==> src/rtl/arm_ctrl_pkg.sv <==
// Shared encodings for the multicycle ARM controller: FSM states, datapath
// select codes, data-processing opcodes and condition codes.
package arm_ctrl_pkg;

  typedef enum logic [3:0] {
    FETCH    = 4'd0,
    DECODE   = 4'd1,
    MEMADR   = 4'd2,
    MEMRD    = 4'd3,
    MEMWB    = 4'd4,
    MEMWR    = 4'd5,
    EXECUTER = 4'd6,
    EXECUTEI = 4'd7,
    ALUWB    = 4'd8,
    BRANCH   = 4'd9,
    UNKNOWN  = 4'd15
  } state_e;

  localparam logic [2:0] ALU_ADD = 3'b000;
  localparam logic [2:0] ALU_SUB = 3'b001;
  localparam logic [2:0] ALU_AND = 3'b010;
  localparam logic [2:0] ALU_ORR = 3'b011;
  localparam logic [2:0] ALU_EOR = 3'b100;
  localparam logic [2:0] ALU_MOV = 3'b101;

  localparam logic [1:0] SRCA_REG    = 2'b00;
  localparam logic [1:0] SRCA_PC     = 2'b01;
  localparam logic [1:0] SRCA_ALUOUT = 2'b10;

  localparam logic [1:0] SRCB_WD   = 2'b00;
  localparam logic [1:0] SRCB_IMM  = 2'b01;
  localparam logic [1:0] SRCB_FOUR = 2'b10;

  localparam logic [1:0] RES_ALUOUT    = 2'b00;
  localparam logic [1:0] RES_DATA      = 2'b01;
  localparam logic [1:0] RES_ALURESULT = 2'b10;

  localparam logic [1:0] OP_DP  = 2'b00;
  localparam logic [1:0] OP_MEM = 2'b01;
  localparam logic [1:0] OP_BR  = 2'b10;

  localparam logic [3:0] CMD_AND = 4'b0000;
  localparam logic [3:0] CMD_EOR = 4'b0001;
  localparam logic [3:0] CMD_SUB = 4'b0010;
  localparam logic [3:0] CMD_ADD = 4'b0100;
  localparam logic [3:0] CMD_CMP = 4'b1010;
  localparam logic [3:0] CMD_ORR = 4'b1100;
  localparam logic [3:0] CMD_MOV = 4'b1101;

  localparam logic [3:0] COND_EQ = 4'b0000;
  localparam logic [3:0] COND_NE = 4'b0001;
  localparam logic [3:0] COND_CS = 4'b0010;
  localparam logic [3:0] COND_CC = 4'b0011;
  localparam logic [3:0] COND_MI = 4'b0100;
  localparam logic [3:0] COND_PL = 4'b0101;
  localparam logic [3:0] COND_VS = 4'b0110;
  localparam logic [3:0] COND_VC = 4'b0111;
  localparam logic [3:0] COND_HI = 4'b1000;
  localparam logic [3:0] COND_LS = 4'b1001;
  localparam logic [3:0] COND_GE = 4'b1010;
  localparam logic [3:0] COND_LT = 4'b1011;
  localparam logic [3:0] COND_GT = 4'b1100;
  localparam logic [3:0] COND_LE = 4'b1101;
  localparam logic [3:0] COND_AL = 4'b1110;

  // flags are packed {N,Z,C,V}; the 1111 code falls to the default and never executes
  function automatic logic condCheck(input logic [3:0] cond, input logic [3:0] flags);
    logic n, z, c, v;
    {n, z, c, v} = flags;
    case (cond)
      COND_EQ: condCheck = z;
      COND_NE: condCheck = ~z;
      COND_CS: condCheck = c;
      COND_CC: condCheck = ~c;
      COND_MI: condCheck = n;
      COND_PL: condCheck = ~n;
      COND_VS: condCheck = v;
      COND_VC: condCheck = ~v;
      COND_HI: condCheck = c & ~z;
      COND_LS: condCheck = ~c | z;
      COND_GE: condCheck = (n == v);
      COND_LT: condCheck = (n != v);
      COND_GT: condCheck = ~z & (n == v);
      COND_LE: condCheck = z | (n != v);
      COND_AL: condCheck = 1'b1;
      default: condCheck = 1'b0;
    endcase
  endfunction

endpackage

==> src/rtl/cond_unit.sv <==
// Holds the NZCV flags and the latched condition result for the instruction
// currently in flight; flag writes are gated by that latched result.
module cond_unit
  import arm_ctrl_pkg::*;
(
  input  logic       clk,
  input  logic       reset,
  input  logic [3:0] cond_i,
  input  logic [3:0] aluFlags_i,
  input  logic       decode_i,
  input  logic       execute_i,
  input  logic       setFlags_i,
  input  logic       updateCV_i,
  output logic       condExReg_o
);

  logic [3:0] flags_q, flags_d;
  logic       condExReg_q, condExReg_d;
  logic       flagWrite;

  // Condition is sampled against the flags as they stand in DECODE, so an
  // instruction's own flag update can never change whether it executes.
  always_comb begin
    flags_d     = flags_q;
    condExReg_d = condExReg_q;
    flagWrite   = execute_i & setFlags_i & condExReg_q;
    if (decode_i) begin
      condExReg_d = condCheck(cond_i, flags_q);
    end
    if (flagWrite) begin
      flags_d[3:2] = aluFlags_i[3:2];
      if (updateCV_i) begin
        flags_d[1:0] = aluFlags_i[1:0];
      end
    end
  end

  always_ff @(posedge clk or posedge reset) begin
    if (reset) begin
      flags_q     <= 4'b0000;
      condExReg_q <= 1'b0;
    end else begin
      flags_q     <= flags_d;
      condExReg_q <= condExReg_d;
    end
  end

  assign condExReg_o = condExReg_q;

endmodule

==> src/rtl/multicycle_controller.sv <==
// Multicycle ARM control unit: instruction decoder plus the main FSM that
// drives every datapath enable and select, one state per clock.
module multicycle_controller
  import arm_ctrl_pkg::*;
#(
  parameter int STATE_W = 4
)
(
  input  logic               clk,
  input  logic               reset,
  input  logic [31:0]        Instr,
  input  logic [3:0]         ALUFlags,
  output logic               PCWrite,
  output logic               MemWrite,
  output logic               RegWrite,
  output logic               IRWrite,
  output logic               AdrSrc,
  output logic [1:0]         RegSrc,
  output logic [1:0]         ALUSrcA,
  output logic [1:0]         ALUSrcB,
  output logic [1:0]         ResultSrc,
  output logic [1:0]         ImmSrc,
  output logic [2:0]         ALUControl,
  output logic [STATE_W-1:0] State
);

  state_e     state_q, state_d;
  logic [1:0] op;
  logic [3:0] cmd;
  logic       immBit, sBit, uBit;
  logic       cmdLegal, noWrite, updateCV;
  logic [2:0] cmdAluCtrl;
  logic       condExReg;
  logic       unusedInstr;

  assign op          = Instr[27:26];
  assign immBit      = Instr[25];
  assign cmd         = Instr[24:21];
  assign uBit        = Instr[23];
  assign sBit        = Instr[20];
  assign noWrite     = (cmd == CMD_CMP);
  assign unusedInstr = ^{Instr[22], Instr[19:0]};

  // Bit 20 doubles as S for data processing and L for memory instructions.
  always_comb begin
    cmdLegal   = 1'b1;
    cmdAluCtrl = ALU_ADD;
    updateCV   = 1'b0;
    case (cmd)
      CMD_AND: cmdAluCtrl = ALU_AND;
      CMD_EOR: cmdAluCtrl = ALU_EOR;
      CMD_SUB: begin cmdAluCtrl = ALU_SUB; updateCV = 1'b1; end
      CMD_ADD: begin cmdAluCtrl = ALU_ADD; updateCV = 1'b1; end
      CMD_ORR: cmdAluCtrl = ALU_ORR;
      CMD_MOV: cmdAluCtrl = ALU_MOV;
      CMD_CMP: begin cmdAluCtrl = ALU_SUB; updateCV = 1'b1; cmdLegal = sBit; end
      default: cmdLegal = 1'b0;
    endcase
  end

  cond_unit u_cond (
    .clk         (clk),
    .reset       (reset),
    .cond_i      (Instr[31:28]),
    .aluFlags_i  (ALUFlags),
    .decode_i    (state_q == DECODE),
    .execute_i   ((state_q == EXECUTER) || (state_q == EXECUTEI)),
    .setFlags_i  (sBit),
    .updateCV_i  (updateCV),
    .condExReg_o (condExReg)
  );

  always_ff @(posedge clk or posedge reset) begin
    if (reset) begin
      state_q <= FETCH;
    end else begin
      state_q <= state_d;
    end
  end

  always_comb begin
    state_d = state_q;
    case (state_q)
      FETCH:  state_d = DECODE;
      DECODE: begin
        case (op)
          OP_DP:   state_d = !cmdLegal ? UNKNOWN : (immBit ? EXECUTEI : EXECUTER);
          OP_MEM:  state_d = MEMADR;
          OP_BR:   state_d = BRANCH;
          default: state_d = UNKNOWN;
        endcase
      end
      MEMADR:                      state_d = sBit ? MEMRD : MEMWR;
      MEMRD:                       state_d = MEMWB;
      EXECUTER, EXECUTEI:          state_d = ALUWB;
      MEMWB, MEMWR, ALUWB, BRANCH: state_d = FETCH;
      default:                     state_d = UNKNOWN;
    endcase
  end

  always_comb begin
    PCWrite    = 1'b0;
    MemWrite   = 1'b0;
    RegWrite   = 1'b0;
    IRWrite    = 1'b0;
    AdrSrc     = 1'b0;
    ALUSrcA    = SRCA_REG;
    ALUSrcB    = SRCB_WD;
    ResultSrc  = RES_ALUOUT;
    ALUControl = ALU_ADD;
    case (state_q)
      FETCH: begin
        IRWrite   = 1'b1;
        PCWrite   = 1'b1;
        ALUSrcA   = SRCA_PC;
        ALUSrcB   = SRCB_FOUR;
        ResultSrc = RES_ALURESULT;
      end
      DECODE: begin
        ALUSrcA   = SRCA_PC;
        ALUSrcB   = SRCB_FOUR;
        ResultSrc = RES_ALURESULT;
      end
      MEMADR: begin
        ALUSrcB    = SRCB_IMM;
        ALUControl = uBit ? ALU_ADD : ALU_SUB;
      end
      MEMRD: AdrSrc = 1'b1;
      MEMWB: begin
        ResultSrc = RES_DATA;
        RegWrite  = condExReg;
      end
      MEMWR: begin
        AdrSrc   = 1'b1;
        MemWrite = condExReg;
      end
      EXECUTER: ALUControl = cmdAluCtrl;
      EXECUTEI: begin
        ALUSrcB    = SRCB_IMM;
        ALUControl = cmdAluCtrl;
      end
      ALUWB: RegWrite = condExReg & ~noWrite;
      BRANCH: begin
        ALUSrcB   = SRCB_IMM;
        ResultSrc = RES_ALURESULT;
        PCWrite   = condExReg;
      end
      default: ;
    endcase
  end

  assign RegSrc = {(op == OP_MEM) & ~sBit, (op == OP_BR)};
  assign ImmSrc = op;
  assign State  = STATE_W'(state_q);

endmodule
==> config.mk <==
export PLATFORM = sky130hd
export DESIGN_NAME = multicycle_controller
export DESIGN_NICKNAME = d
export VERILOG_FILES = /design/src/rtl/arm_ctrl_pkg.sv /design/src/rtl/cond_unit.sv /design/src/rtl/multicycle_controller.sv
export SDC_FILE = /design/constraint.sdc
export NUM_CORES = 1
export LEC_CHECK = 0
export ABC_CLOCK_PERIOD_IN_PS = 3300
export BUFFER_PORTS_ARGS = -buffer_cell sky130_fd_sc_hd__buf_2
export CAP_MARGIN = 20
export CORE_UTILIZATION = 27
export DETAILED_ROUTE_END_ITERATION = 8
export GPL_TIMING_DRIVEN = 0
export PLACE_DENSITY = 0.6
export SKIP_LAST_GASP = 1
export SYNTH_ARGS = -nofsm -noshare
export SYNTH_HDL_FRONTEND = slang
export SYNTH_SLANG_ARGS = --single-unit
export TNS_END_PERCENT = 5
==> constraint.sdc <==
create_clock -name clk -period 3.3 [get_ports clk]
set_clock_uncertainty 0.15 [all_clocks]
set_input_delay 0.825 -clock clk [delete_from_list [all_inputs] [get_ports clk]]
set_output_delay 0.825 -clock clk [all_outputs]
set_load 0.01 [all_outputs]
==> metrics.txt, run 1 <==
Placeable Area=0.00339 sq mm; Reg-to-Reg Start=State[1]; vias in the first global route=840; grt total ovfl=0; layout cells sized above 1=30.2%; Switching Fraction=26.3%; post-synthesis area per instance=7.99 sq um; Routed Antenna Nets=0; Synth cell types=42; RSZ-0062 raised after global routing=no; setup TNS=0 ns; Post-Synthesis Cell Area=975 sq um; worst path arrival time=1.76 ns; Yosys reg bits=9; Max-cap violations=0; Leak Pwr=0.577 nW; maximum fanout along the worst path=7; synth warn=0; Max IR drop VDD=66.2 uV; Setup crit end kind=output port; die height=62.1 um; NetSw=0.0000657 W; internal power=0.000184 W; Port-buffer cells=36; Residual DRC=0; WL per Instance=11.7 um; syn nets=164; fill cell count=373; final instance area=0.00124 sq mm; hold crit path type=in2async; Min Clock Period, post-route=2.74 ns; Slew Limit Fails=0; Final Wtd Congestion=0.790; WS Path Type=in2out; Post-Route WL=2440 um; Comb power frac=21.9%; antenna cells=0; drt via density=4.79; fmax=0.365 GHz; Num CTS Buffers=3; Pwr Density=201 mW/mm^2; cts repair resizes=0; Tot GR Track Use=13.5%; total setup buffers inserted after CTS=0; startpoint types=input port; Rows=21; initial DRC count=80; Die X=62.1 um; FF-to-FF setup slack=1.46 ns; die area=0.00385 sq mm; Initial Util=28.8%; worst r2r path cells=4; status=complete, no violations; I/O Pins=60; router iterations before antenna repair=4; gate count after technology mapping=122; Hold Violations, Final=0; Finished Core Util=36.5%; area grow syn2layout=27.1%; DP HPWL=1890 um; area post-placement=0.00121 sq mm; # H-tree levels=1; Power, Total=0.000249 W; clock root buffer=clkbuf_4; largest net degree at the start of global routing=11; initial antenna violation count=0; sequential share of power=45.5%; RR Endpoint=u_cond.condExReg_o; Vias=997; sequential area share after synthesis=23.1%; first-pass GRT wire length=3860 um; clock power share=32.6%; fin crit share=82.9%; CTS tree=built; Nets=205; CTS max path bufs=2; Setup Viol. Count Final=0; Clock Latency Late Sink=0.25 ns; Post-CTS Hold Fix Bufs=0; Required @ worst endpoint=2.32 ns; Num Clock Sinks=9; clk slew on worst S/H paths=0.06 ns
[state kept, by name (all words and copies together), names as in the netlist]
signal / count
u_cond.flags_q: 4
u_cond.condExReg_o: 1
State: 4
[kinds of logic (layout without fill, tap and decap cells)]
| kind of cell | count (synthesis) | after routing | synth area share [%] |
|---|---|---|---|
| fa+ha+maj | 4 | 4 | 5.13 |
| other cells | 1 | 1 | 0.385 |
| buf+inv | 18 | 58 | 8.98 |
| simple gates | 51 | 51 | 32.1 |
| compound gates | 27 | 27 | 18.1 |
| xor+xnor | 5 | 5 | 4.49 |
| mux | 7 | 7 | 7.70 |
| flops | 9 | 9 | 23.1 |
[power by group through the flow]
stage | registers (W) | clock network (W) | logic, W
floorplan | 0.000115 | 0 | 0.0000328
global placement | 0.000116 | 0 | 0.0000540
detailed placement | 0.000116 | 0 | 0.0000541
CTS | 0.000114 | 0.0000839 | 0.0000545
global route | 0.000114 | 0.0000901 | 0.0000608
finish | 0.000114 | 0.0000812 | 0.0000547
[worst max-delay path by stage]
stage                   start       end  slack (ns)
CTS                 Instr[23]  RegWrite        0.58
finish              Instr[23]  RegWrite        0.56
detailed placement  Instr[23]  RegWrite        0.59
global placement    Instr[23]  RegWrite        0.58
global route        Instr[23]  RegWrite        0.40
floorplan           Instr[23]  RegWrite        0.80
[cell usage in the layout (no fill, tap or decap), types with 3 or more instances in the layout]
cell / synthesis / final
nand3b_1: 3 / 3
a31oi_1: 3 / 3
ha_1: 4 / 4
buf_4: 3 / 3
nor2_1: 8 / 8
a21oi_1: 4 / 4
xnor2_1: 3 / 3
nor2b_1: 3 / 3
inv_1: 6 / 6
mux2i_1: 3 / 3
nand2b_1: 10 / 10
o21a_1: 3 / 3
dfrtp_1: 9 / 9
clkbuf_1: 6 / 7
nand3_1: 3 / 3
nor3_1: 5 / 5
buf_2: 1 / 37
o21ai_0: 7 / 7
clkbuf_4: 0 / 3
mux2_2: 4 / 4
nor3b_1: 6 / 6
[worst max-delay path: stages]
cell      delay (ns)
buf_2           0.14
nand2b_1        0.17
nor3b_1         0.07
o21ai_0         0.13
nor4b_1         0.24
buf_2           0.18
[layer usage]
layer	part of all wire (%)	global-route usage (%)	wire length, um
met4	0	1.90	0
met2	44	22.2	1080
met5	0	0	0
met1	49	18.7	1200
met3	6.5	2.48	158
[cells in the mapped netlist (all sizes together)]
cell    count  share of area (%)
xor2        2                1.8
mux2i       3                3.1
nor4b       1               0.90
a221oi      1               0.90
nand3b      3                2.3
o31ai       1               0.77
mux2        4                4.6
a211oi      1               0.77
nand4b      1               0.90
nand2b     10                6.4
and3b       2                1.8
a21o        1               0.77
clkbuf      6                2.3
ha          4                5.1
a311o       1                1.0
nand3       3                1.5
a2111o      1                1.2
nor4        1               0.64
and3        2                1.3
xnor2       3                2.7
nand2       2               0.77
or4b        1                1.0
o22ai       2                1.3
nor2        8                3.1
conb        1               0.38
buf         6                4.4
o211ai      2                1.5
nor2b       3                1.9
nor3b       6                4.6
a21oi       4                2.1
or2         1               0.64
nor4bb      1                1.0
a31oi       3                1.9
o21ai       7                3.6
and2        1               0.64
o21a        3                2.3
inv         6                2.3
nor3        5                2.6
dfrtp       9                 23
[cell type report]
| type | instances | area [sq um] | share of cell area, % |
|---|---|---|---|
| inverters | 6 | 22.5 | 1.82 |
| flip-flops and latches | 9 | 225 | 18.2 |
| clock buffers | 4 | 26.3 | 2.12 |
| well taps | 46 | 57.6 | 4.65 |
| repair buffers | 36 | 180 | 14.5 |
| multi-input cells | 95 | 662 | 53.4 |
| plain buffers | 12 | 65.1 | 5.25 |
[metrics by stage]
| stage | hold WS [ns] | std cells | setup WS (ns) |
|---|---|---|---|
| 3_5_place_dp | 0.392 | 204 | 0.589 |
| 5_1_grt | 0.389 | 208 | 0.398 |
| 4_1_cts | 0.376 | 208 | 0.579 |
| 2_1_floorplan | 0.357 | 122 | 0.796 |
| 6_report | 0.366 | 208 | 0.564 |
| 3_3_place_gp | 0.388 | 204 | 0.584 |
No activity file was read; power rests on OpenSTA's default activity.
==> inputs of run 2 (changes only) <==
Settings changed: ABC_CLOCK_PERIOD_IN_PS 3300 to 2500, PLACE_DENSITY 0.6 to 0.62.
Clock period 3.3 ns to 2.5 ns, I/O delays scaled along.
==> metrics.txt, run 2 (same netlist as run 1, synthesis figures left out) <==
status=complete, no violations (unchanged); DP HPWL=1850 um (was 1890 um); Residual DRC=0 (unchanged); Num Clock Sinks=9 (unchanged); drt via density=4.81 (was 4.79); Routed Antenna Nets=0 (unchanged); fmax=0.426 GHz; die height=62.1 um (unchanged); Num CTS Buffers=3 (unchanged); Post-Route WL=2320 um (was 2440 um); Max-cap violations=0 (unchanged); area grow syn2layout=27.1% (unchanged); Initial Util=28.8% (unchanged); maximum fanout along the worst path=10 (was 7); clk slew on worst S/H paths=0.06 ns (about the same); internal power=0.000243 W (was 0.000184 W); Hold Violations, Final=0 (unchanged); Reg-to-Reg Start=State[3] (was State[1]); Vias=1001 (was 997); clock root buffer=clkbuf_4 (unchanged); WL per Instance=11.2 um (was 11.7 um); Switching Fraction=26.1% (was 26.3%); die area=0.00385 sq mm (unchanged); CTS tree=built (unchanged); most common cell after layout, fill and taps aside=buf_2 (unchanged); Rows=21 (unchanged); antenna cells=0 (unchanged); Die X=62.1 um (unchanged); Required @ worst endpoint=1.73 ns (was 2.32 ns); fin crit share=93.9%; startpoint types=flop (was input port); RSZ-0062 raised after global routing=no (unchanged); Power, Total=0.000328 W (was 0.000249 W); cts repair resizes=0 (unchanged); Final Wtd Congestion=0.743 (was 0.790); Pwr Density=265 mW/mm^2 (was 201 mW/mm^2); initial DRC count=20 (was 80); CTS max path bufs=2 (unchanged); Finished Core Util=36.5% (unchanged); WS Path Type=reg2out (was in2out); Leak Pwr=0.577 nW (unchanged); Tot GR Track Use=11.9% (was 13.5%); grt total ovfl=0 (unchanged); Setup Viol. Count Final=0 (unchanged); Min Clock Period, post-route=2.35 ns; Max IR drop VDD=137 uV (was 66.2 uV); Nets=205 (unchanged); Placeable Area=0.00339 sq mm (unchanged); hold crit path type=in2async (unchanged); layout cells sized above 1=30.2% (unchanged); first-pass GRT wire length=3470 um (was 3860 um); Comb power frac=21.7% (was 21.9%); initial antenna violation count=0 (unchanged); setup TNS=0 ns (unchanged); clock power share=32.4% (was 32.6%); Setup crit start=State[3] (was Instr[23]); sequential share of power=45.8% (was 45.5%); NetSw=0.0000857 W (was 0.0000657 W); largest net degree at the start of global routing=11 (unchanged); worst path arrival time=1.57 ns (was 1.76 ns); I/O Pins=60 (unchanged); Port-buffer cells=36 (unchanged); total setup buffers inserted after CTS=0 (unchanged); Setup crit end kind=output port (unchanged); Clock Latency Late Sink=0.25 ns (about the same); Post-CTS Hold Fix Bufs=0 (unchanged); most frequent cells in the layout=37 x buf_2, 10 x nand2b_1, 9 x dfrtp_1, 8 x nor2_1 (unchanged); Slew Limit Fails=0 (unchanged); router iterations before antenna repair=4 (unchanged); vias in the first global route=791 (was 840); # H-tree levels=1 (unchanged)
[run 2: power by group through the flow]
stage / registers [W] / clock network [W] / logic [W]
final: 0.000150 / 0.000107 / 0.0000714
after global routing: 0.000151 / 0.000116 / 0.0000793
after CTS: 0.000150 / 0.000114 / 0.0000721
after detailed placement: 0.000153 / 0 / 0.0000716
after global placement: 0.000153 / 0 / 0.0000711
after floorplan: 0.000152 / 0 / 0.0000434
[run 2: per-stage QoR]
step           instance area [sq um]  hold WS (ns)  cells  setup WS, ns
6_report                        1240         0.161    208         0.153
5_1_grt                         1240         0.199    208        0.0372
4_1_cts                         1240         0.168    208         0.125
3_5_place_dp                    1210         0.408    204         0.212
3_3_place_gp                    1210         0.393    204         0.210
2_1_floorplan                    975         0.303    122         0.396
[run 2: area by class of cell]
class | count | area (sq um)
Buffer | 12 | 65.1
Clock buffer | 4 | 26.3
Fill cell | 357 | 2150
Inverter | 6 | 22.5
Multi-Input combinational cell | 95 | 662
Sequential cell | 9 | 225
Tap cell | 46 | 57.6
Timing Repair Buffer | 36 | 180
[run 2: worst paths after layout]
| check | endpoint | slack, ns | cells after the start |
|---|---|---|---|
| max | PCWrite | 0.15 | 5 |
| min | State[2] | 0.16 | 2 |
| max reg2reg | u_cond.flags_q[1] | 0.69 | 4 |
| min reg2reg | u_cond.flags_q[2] | 0.42 | 1 |
| max in group asynchronous | u_cond.flags_q[2] | 1.80 | 2 |
| min in group clk | u_cond.flags_q[2] | 0.42 | 1 |
[run 2: per-layer routing]
| metal | wire [um] | part of all wire [%] | up-vias | global-route usage [%] |
|---|---|---|---|---|
| met1 | 1120 | 48 | 463 | 17.5 |
| met5 | 0 | 0 | - | 0 |
| met3 | 128 | 5.5 | 0 | 0.828 |
| li1 | - | - | 512 | - |
| met4 | 0 | 0 | 0 | 3.81 |
| met2 | 1080 | 46 | 26 | 18.4 |
[run 2: critical path: stages, from the launching register on]
cell and delay [ns]:
dfrtp_1 0.47, clkbuf_1 0.33, nand3_1 0.12, o21a_1 0.12, nor3_1 0.13, buf_2 0.16
==> inputs of run 3 (changes only) <==
Settings changed: CORE_UTILIZATION 27 to 38, PLACE_DENSITY 0.62 to 0.8, REMOVE_ABC_BUFFERS from default to 1.
==> metrics.txt, run 3 (same netlist as run 1, synthesis figures left out) <==
Final Wtd Congestion=0.782 (was 0.743); Nets=195 (was 205); Hold Violations, Final=0 (unchanged); Tot GR Track Use=17.5% (was 11.9%); # H-tree levels=1 (unchanged); Num CTS Buffers=3 (unchanged); Port-buffer cells=38 (was 36); Initial Util=42.0% (was 28.8%); Clock Latency Late Sink=0.25 ns (about the same); fmax=0.430 GHz (was 0.426 GHz); Routed Antenna Nets=0 (unchanged); Pwr Density=281 mW/mm^2 (was 265 mW/mm^2); dpl cells=176 (was 204); initial DRC count=12 (was 20); initial antenna violation count=0 (unchanged); Die X=52.6 um (was 62.1 um); setup TNS=0 ns (unchanged); Slew Limit Fails=0 (unchanged); Post-Route WL=2180 um (was 2320 um); Setup crit end kind=output port (unchanged); I/O Pins=60 (unchanged); worst path arrival time=1.55 ns (was 1.57 ns); Post-CTS Hold Fix Bufs=0 (unchanged); WL per Instance=12.1 um (was 11.2 um); clk slew on worst S/H paths=0.06 ns (about the same); CTS max path bufs=2 (unchanged); DP HPWL=1690 um (was 1850 um); status=complete, no violations (unchanged); Num Clock Sinks=9 (unchanged); die area=0.00277 sq mm (was 0.00385 sq mm); WS Path Type=reg2out (unchanged); grt total ovfl=0 (unchanged); layout cells sized above 1=31.6% (was 30.2%); RSZ-0062 raised after global routing=no (unchanged); crit-path max cell delay=0.56 ns (was 0.47 ns); Required @ worst endpoint=1.73 ns (about the same); Residual DRC=0 (unchanged); Leak Pwr=0.553 nW (was 0.577 nW); register area=228 sq um (was 225 sq um); first-pass GRT wire length=3550 um (was 3470 um); most common cell after layout, fill and taps aside=buf_2 (unchanged); dpl ws=0.221 ns (was 0.212 ns); Layout Cells excl Fill=180 (was 208); vias in the first global route=818 (was 791); Placeable Area=0.00232 sq mm (was 0.00339 sq mm); die height=52.6 um (was 62.1 um); slowest library cell on the worst path=dfrtp_2 (was dfrtp_1); Max-cap violations=0 (unchanged); most frequent cells in the layout=38 x buf_2, 10 x nand2b_1, 8 x nor2_1, 7 x dfrtp_1, 7 x o21ai_0 (was 37 x buf_2, 10 x nand2b_1, 9 x dfrtp_1, 8 x nor2_1); CTS tree=built (unchanged); router iterations before antenna repair=4 (unchanged); fin crit share=93.0% (was 93.9%); Max IR drop VDD=145 uV (was 137 uV); multi-input logic area=662 sq um (unchanged); Min Clock Period, post-route=2.32 ns (was 2.35 ns); fill cell count=231 (was 357); startpoint types=flop (unchanged); antenna cells=0 (unchanged); cell chain of the critical path=nand2b_1, nor3b_1, nand3_1, nor2_1, buf_2 (was clkbuf_1, nand3_1, o21a_1, nor3_1, buf_2); Final WS setup=0.175 ns (was 0.153 ns); drt via density=5.42 (was 4.81); clock root buffer=clkbuf_4 (unchanged); Finished Core Util=50.2% (was 36.5%); area grow syn2layout=19.4% (was 27.1%); hold crit path type=in2async (unchanged); Rows=17 (was 21); Power, Total=0.000327 W (was 0.000328 W); largest net degree at the start of global routing=21 (was 11); maximum fanout along the worst path=20 (was 10); Vias=976 (was 1001); Setup Viol. Count Final=0 (unchanged)
## run 3: power breakdown
group / internal [W] / leakage (nW) / switching [W]
logic: 0.0000310 / 0.436 / 0.0000365
registers: 0.000148 / 0.102 / 0.00000249
clock network: 0.0000613 / 0.0150 / 0.0000479
total: 0.000240 / 0.553 / 0.0000869
## run 3: metrics by stage
step / hold slack (ns) / area [sq um]
6_report: 0.162 / 1160
5_1_grt: 0.176 / 1160
4_1_cts: 0.164 / 1160
3_5_place_dp: 0.391 / 1130
3_3_place_gp: 0.379 / 1130
2_1_floorplan: 0.303 / 910
## run 3: final cells by class
| type | count | area share, % |
|---|---|---|
| Inverter | 6 | 1.94 |
| Tap cell | 28 | 3.01 |
| Multi-Input combinational cell | 95 | 56.9 |
| Clock buffer | 4 | 2.26 |
| Sequential cell | 9 | 19.6 |
| Timing Repair Buffer | 38 | 16.3 |
## run 3: what timing repair did
action	4_1_cts	5_1_grt
endpoints found under the hold margin	0	0
cloned	0	0
endpoints found under the setup margin	2	3
resized for setup	1	1
setup buffers	0	0
## run 3: path summary, 6_finish.rpt
kind / startpoint / to / slack, ns / depth (start not counted)
worst max-delay path: State[2] / ALUControl[1] / 0.18 / 5
max in group asynchronous: reset / State[3] / 1.77 / 2
worst max register to register: State[1] / u_cond.condExReg_o / 0.53 / 3
worst min-delay path: reset / State[1] / 0.16 / 2
min in group clk: u_cond.flags_q[2] / u_cond.flags_q[2] / 0.40 / 1
worst min register to register: u_cond.flags_q[2] / u_cond.flags_q[2] / 0.40 / 1
## run 3: per-layer routing
metal	vias to the layer above	global-route usage (%)	part of all wire, %
li1	495	-	-
met1	442	20.7	43
met2	39	30.0	49
met3	0	5.22	8.4
met4	0	5.26	0
met5	-	0	0
## run 3: critical path, delay by kind of cell (launching register included)
family,cells,cell delay (ns)
flip-flops,1,0.56
AND/OR/NAND/NOR,4,0.60
buffers and inverters,1,0.13
